File: src/rtl/hsv_core_pkg.sv
// Shared core types for the issue/writeback boundary.
// Writeback arbiter types and source indices live here too.
package hsv_core_pkg;

  typedef logic [4:0]  reg_addr;
  typedef logic [31:0] word;
  typedef logic [31:0] reg_mask;

  typedef struct packed {
    logic    wr_rd;
    reg_addr rd_addr;
    word     rd_data;
  } wb_req_t;

  localparam int WB_PORT_ALU         = 0;
  localparam int WB_PORT_BRANCH      = 1;
  localparam int WB_PORT_CTRL_STATUS = 2;
  localparam int WB_PORT_MEM         = 3;

endpackage

File: src/rtl/hsv_core_wb_rr_pick.sv
// Rotate-priority picker: first valid at or after ptr_i, wrapping.
// Reusable for any issue-side arbiter; ptr_i tied to 0 gives fixed priority.
module hsv_core_wb_rr_pick #(
  parameter int N     = 4,
  parameter int PTR_W = $clog2(N)
) (
  input  logic [N-1:0]     valid_i,
  input  logic [PTR_W-1:0] ptr_i,
  output logic [N-1:0]     gnt_o,
  output logic [PTR_W-1:0] idx_o,
  output logic             any_o
);

  localparam logic [PTR_W:0] NP = (PTR_W+1)'(N);

  logic [PTR_W:0] pos;

  // Walk farthest-first so the nearest valid slot is written last.
  always_comb begin
    idx_o = '0;
    any_o = 1'b0;
    pos   = '0;
    for (int k = N - 1; k >= 0; k--) begin
      pos = {1'b0, ptr_i} + (PTR_W+1)'(k);
      if (pos >= NP) pos = pos - NP;
      if (valid_i[pos[PTR_W-1:0]]) begin
        idx_o = pos[PTR_W-1:0];
        any_o = 1'b1;
      end
    end
    gnt_o = any_o ? (N'(1) << idx_o) : '0;
  end

endmodule

File: src/rtl/hsv_core_wb_arbiter.sv
// Writeback arbiter onto the single regfile write port.
// HSV_WB_FIXED_PRIO_EN selects fixed priority (port 0 highest).
module hsv_core_wb_arbiter
  import hsv_core_pkg::*;
#(
  parameter int N_PORTS = 4
) (
  input  logic                      clk_core,
  input  logic                      rst_core_n,
  input  logic                      flush_req,
  output logic                      flush_ack,
  input  logic [N_PORTS-1:0]        req_valid_i,
  output logic [N_PORTS-1:0]        req_ready_o,
  input  logic [N_PORTS-1:0][4:0]   req_rd_addr,
  input  logic [N_PORTS-1:0][31:0]  req_rd_data,
  input  logic [N_PORTS-1:0]        req_wr_rd,
  output logic [4:0]                wr_addr,
  output logic [31:0]               wr_data,
  output logic                      wr_en,
  output logic [31:0]               commit_mask,
  output logic [N_PORTS-1:0]        wb_busy_o
);

  localparam int PTR_W = $clog2(N_PORTS);

  wb_req_t            req [N_PORTS];
  wb_req_t            sel;
  logic [N_PORTS-1:0] gnt;
  logic [PTR_W-1:0]   gidx;
  logic               any;
  logic               xfer;
  logic [PTR_W-1:0]   ptr;

  logic    wr_en_q, wr_en_d;
  reg_addr wr_addr_q, wr_addr_d;
  word     wr_data_q, wr_data_d;
  reg_mask mask_q, mask_d;
  logic    ack_q, ack_d;

  always_comb begin
    for (int i = 0; i < N_PORTS; i++) begin
      req[i] = '{wr_rd:   req_wr_rd[i],
                 rd_addr: req_rd_addr[i],
                 rd_data: req_rd_data[i]};
    end
  end

`ifdef HSV_WB_FIXED_PRIO_EN
  assign ptr = '0;
`else
  logic [PTR_W-1:0] rr_ptr_q, rr_ptr_d;

  assign ptr = rr_ptr_q;

  always_comb begin
    rr_ptr_d = rr_ptr_q;
    if (flush_req) begin
      rr_ptr_d = '0;
    end else if (xfer) begin
      if (gidx == PTR_W'(N_PORTS - 1)) rr_ptr_d = '0;
      else rr_ptr_d = gidx + PTR_W'(1);
    end
  end

  always_ff @(posedge clk_core or negedge rst_core_n) begin
    if (!rst_core_n) rr_ptr_q <= '0;
    else rr_ptr_q <= rr_ptr_d;
  end
`endif

  hsv_core_wb_rr_pick #(
    .N     (N_PORTS),
    .PTR_W (PTR_W)
  ) u_pick (
    .valid_i (req_valid_i),
    .ptr_i   (ptr),
    .gnt_o   (gnt),
    .idx_o   (gidx),
    .any_o   (any)
  );

  // Ready is also gated by reset so nothing is accepted while held.
  assign req_ready_o = gnt & {N_PORTS{~flush_req & rst_core_n}};
  assign wb_busy_o   = req_valid_i & ~req_ready_o;
  assign xfer        = any & ~flush_req;
  assign sel         = req[gidx];

  always_comb begin
    wr_en_d   = 1'b0;
    mask_d    = '0;
    wr_addr_d = wr_addr_q;
    wr_data_d = wr_data_q;
    ack_d     = flush_req;
    if (xfer) begin
      wr_addr_d = sel.rd_addr;
      wr_data_d = sel.rd_data;
      wr_en_d   = sel.wr_rd & (sel.rd_addr != '0);
      mask_d    = wr_en_d ? (reg_mask'(1) << sel.rd_addr) : '0;
    end
  end

  always_ff @(posedge clk_core or negedge rst_core_n) begin
    if (!rst_core_n) begin
      wr_en_q   <= 1'b0;
      wr_addr_q <= '0;
      wr_data_q <= '0;
      mask_q    <= '0;
      ack_q     <= 1'b0;
    end else begin
      wr_en_q   <= wr_en_d;
      wr_addr_q <= wr_addr_d;
      wr_data_q <= wr_data_d;
      mask_q    <= mask_d;
      ack_q     <= ack_d;
    end
  end

  assign wr_en       = wr_en_q;
  assign wr_addr     = wr_addr_q;
  assign wr_data     = wr_data_q;
  assign commit_mask = mask_q;
  assign flush_ack   = ack_q;

endmodule

File: config.mk
export PLATFORM = sky130hd
export DESIGN_NAME = hsv_core_wb_arbiter
export DESIGN_NICKNAME = d
export VERILOG_FILES = /design/src/rtl/hsv_core_pkg.sv /design/src/rtl/hsv_core_wb_rr_pick.sv /design/src/rtl/hsv_core_wb_arbiter.sv
export SDC_FILE = /design/constraint.sdc
export NUM_CORES = 1
export LEC_CHECK = 0
export CORE_ASPECT_RATIO = 1.4
export CORE_UTILIZATION = 40
export DETAILED_ROUTE_END_ITERATION = 8
export GPL_TIMING_DRIVEN = 0
export PLACE_DENSITY = 0.88
export SETUP_SLACK_MARGIN = 0.2
export SYNTH_ARGS = -nofsm -noshare
export SYNTH_HDL_FRONTEND = slang
export SYNTH_SLANG_ARGS = --single-unit
export TNS_END_PERCENT = 10
File: constraint.sdc
create_clock -name clk_core -period 6.8 [get_ports clk_core]
set_input_delay 1.36 -clock clk_core [delete_from_list [all_inputs] [get_ports clk_core]]
set_output_delay 1.36 -clock clk_core [all_outputs]
set_load 0.005 [all_outputs]
==> summary.md <==
| Metric | Value |
|---|---|
| Run status | `finished, final reports clean` |
| CTS tree | `built` |
| Crit Path Category | `input port to output pin` |
| Total Routing Usage GR | `0.307` |
| Syn Area/Cell | `9.52 um2` |
| WL/cell | `19.9 um` |
| Cell Pwr Density | `256 nW/um2` |
| Worst reg2reg setup slack | `4000 ps` |
| Core ar. | `10100 um2` |
| Die width | `88.4 um` |
| # setup viols final | `0` |
| Buf/Inv on CP | `5` |
| First-pass GRT wire length | `24600 um` |
| IO Pins | `238` |
| Critical Path AT | `4640 ps` |
| Antenna-violating nets left | `0` |
| # Max-Cap Violations | `0` |
| CP required | `5440 ps` |
| Fmax achieved | `167 MHz` |
| Final Cell Area | `7020 um2` |
| CTS Buffer Depth | `2` |
| Routed WL | `16500 um` |
| DP Wirelength | `13000 um` |
| Dominant synthesized flop cell | `dfrtp_1` |
| Delay of the slowest cell on the worst path | `630 ps` |
| DRC errors left | `0` |
| Post-synthesis sequential element count | `73` |
| Setup crit start kind | `input port` |
| GR Overflow Total | `0` |
| Post-layout minimum cycle time | `6000 ps` |
| Mapped Area | `4180 um2` |
| Slew margin rel. | `0.498` |
| Final slew viol count | `0` |
| Worst R2R Start | `ptr[0]` |
| Clock-pin slew on the worst setup and hold paths | `60 ps` |
| Hold Violations, Final | `0` |
| Hold path start | `wr_data[4]` |
| Seq/Total Area, Yosys | `0.437` |
| Worst path slowest cell | `clkdlybuf4s50_1` |
| RSZ-0062 raised after global routing | `no` |
| Leading area contributor after synthesis | `dfrtp_1` |
| Input/output buffers | `237` |
| Worst skew pair latency | `330 ps` |
| Share of cells above drive strength 1 | `0.0909` |
| Die ar. | `10900 um2` |
| Vias | `4860` |
| Fillers | `760` |
| Clk sinks | `73` |
| Postcts setup bufs | `0` |
| First drt pass iteration count | `6` |
| Synth area leaders | `dfrtp_1, a311oi_1, nand2_1` |
| Antenna violations before repair | `0` |
| Final nets | `851` |
| Via-per-instance ratio | `5.87` |
| CTS Root Cell | `clkbuf_16` |
| Hold depth | `1` |
| Endpoint, Worst Hold | `wr_data[4]` |
| Worst hold path type | `flop to flop` |
| CP cell instances | `clkdlybuf4s50_1 -> o22ai_1 -> a211oi_4 -> inv_2 -> buf_2 -> buf_1 -> ha_1 -> and3_1 -> nor2_1 -> clkdlybuf4s50_1` |
| Die Y | `123 um` |
| GRT met1 Usage | `0.315` |
| Setup TNS | `0 ps` |
| Area after DPL | `6750 um2` |
| Number of H-tree levels | `3` |
| CP top delay family | `buffers and inverters` |
| Post-synthesis net count | `602` |
| # diodes | `0` |
| Vias in the first global route | `4890` |
| Initial Util | `0.415` |
| Critical Path Sink Type | `output pin` |
| CP most frequent cell | `clkdlybuf4s50_1` |
| Worst Max-Slew Pin Slew | `749 ps` |
| Hold buffers post-CTS | `0` |
| Post-Synthesis Cells | `439` |
| Met3 Use GR | `0.0674` |
| Pin count of the biggest net entering global routing | `76` |
| CP max FO | `11` |
| Async S/R FF share, synth | `1.00` |
| Tcrit/Tclk final | `0.883` |
| CTS Buf Count | `9` |
| GR peak layer | `met2` |
| Number of distinct library cells after synthesis | `48` |
| Iteration-0 DRC Markers | `211` |
| Post-synth top area share | `0.437` |
| Clock skew | `4.52 ps` |
| Post-synth EDFFs | `0` |
| Area Growth Syn to Fin | `67.9%` |
| Placer Congestion | `0.993` |
| R2R depth | `8` |
| Core Rows | `43` |
| Leakage power | `3.07 nW` |
| Worst r2r dst | `commit_mask[15]` |
| VDD IR max | `146 uV` |
| Post-CTS sizing | `0` |
| Met2 Resource Use GR | `0.561` |
| Synth warn | `0` |
placed cells by master (no fill, tap or decap), types with 2 or more instances in the layout:
master / netlist / layout
o211ai_2: 2 / 2
a211oi_4: 2 / 2
nor2b_1: 2 / 2
nor2_1: 7 / 7
buf_6: 2 / 2
nand3_1: 15 / 15
ha_1: 4 / 4
clkdlybuf4s50_1: 0 / 236
buf_4: 3 / 4
nand2_1: 72 / 72
a211oi_2: 3 / 3
a211oi_1: 32 / 32
a21o_1: 33 / 33
buf_1: 2 / 2
and3_1: 42 / 42
clkinv_2: 0 / 3
and2_1: 2 / 2
nand3_2: 5 / 5
nor3_1: 8 / 8
dfrtp_1: 73 / 73
o31ai_1: 3 / 3
clkbuf_1: 21 / 22
inv_2: 2 / 2
a311oi_1: 32 / 32
nor4_2: 5 / 5
nand2b_1: 2 / 2
a211o_1: 4 / 4
inv_1: 3 / 3
o21ai_0: 8 / 8
nor4_1: 19 / 19
buf_2: 12 / 12
clkbuf_16: 0 / 9
logic make-up after synthesis:
group	synth area share
compound gates	0.248
fa+ha+maj	0.0120
buf+inv	0.0503
flops	0.437
mux	0.00239
other cells	0.000897
simple gates	0.250
registers in the layout, indices dropped and copies added (netlist names):
| name | cells |
|---|---|
| commit_mask | 32 |
| ptr | 2 |
| flush_ack | 1 |
| wr_en | 1 |
| wr_data | 32 |
| wr_addr | 5 |
synth_stat cells, types with 2 or more instances:
| master | count |
|---|---|
| buf_4 | 3 |
| a211o_1 | 4 |
| dfrtp_1 | 73 |
| inv_1 | 3 |
| nand2b_1 | 2 |
| a21o_1 | 33 |
| nand2_1 | 72 |
| nand3_1 | 15 |
| nor2b_1 | 2 |
| o21ai_0 | 8 |
| nor4_2 | 5 |
| a211oi_1 | 32 |
| and3_1 | 42 |
| o31ai_1 | 3 |
| nor2_1 | 7 |
| a211oi_4 | 2 |
| ha_1 | 4 |
| and2_1 | 2 |
| a311oi_1 | 32 |
| buf_2 | 12 |
| buf_1 | 2 |
| nand3_2 | 5 |
| clkbuf_1 | 21 |
| buf_6 | 2 |
| o211ai_2 | 2 |
| nor3_1 | 8 |
| a211oi_2 | 3 |
| nor4_1 | 19 |
| inv_2 | 2 |
routing by layer:
layer  wire length, um  vias to the layer above
li1                  -                     2154
met1              5610                     2281
met2              8620                      354
met3              1400                       71
met4               882                        0
met5                 0                        -
worst register-to-register path, stage by stage (launching register included):
cell	delay [ps]
dfrtp_1	390
nand2b_1	180
a21o_1	340
clkbuf_1	520
nand3_1	180
nand3_1	220
nand4_4	180
buf_2	240
nor4_1	420
through the flow:
step,utilization,total power [mW],hold WS [ps],cells,worst slack [ps]
global route,0.698,1.89,489,828,688
floorplan,-,0.958,471,439,2450
CTS,0.698,1.79,479,828,880
detailed placement,0.671,1.36,466,812,882
global placement,0.668,1.33,461,811,57.3
finish,0.698,1.80,474,828,798
how the worst max path moves through the flow:
| stage | end | cells after the start | startpoint |
|---|---|---|---|
| after global routing | wb_busy_o[0] | 10 | req_valid_i[3] |
| after detailed placement | wb_busy_o[0] | 10 | req_valid_i[3] |
| after CTS | wb_busy_o[0] | 10 | req_valid_i[3] |
| final | wb_busy_o[0] | 10 | req_valid_i[3] |
| after global placement | wb_busy_o[0] | 4 | rst_core_n |
| after floorplan | wb_busy_o[2] | 9 | req_valid_i[0] |
report_power, final:
part / switching, mW / internal [mW]
logic: 0.430 / 0.383
clock network: 0.177 / 0.255
registers: 0.0465 / 0.508
layout make-up:
type | instances | area [um2] | share of cell area
Timing Repair Buffer | 238 | 2400 | 0.341
Sequential cell | 73 | 1830 | 0.260
Multi-Input combinational cell | 321 | 2140 | 0.305
Clock buffer | 11 | 243 | 0.0346
Tap cell | 135 | 169 | 0.0241
Clock inverter | 5 | 31.3 | 0.00446
Inverter | 5 | 18.8 | 0.00267
Buffer | 40 | 191 | 0.0273
(Power assumes the default switching activity.)
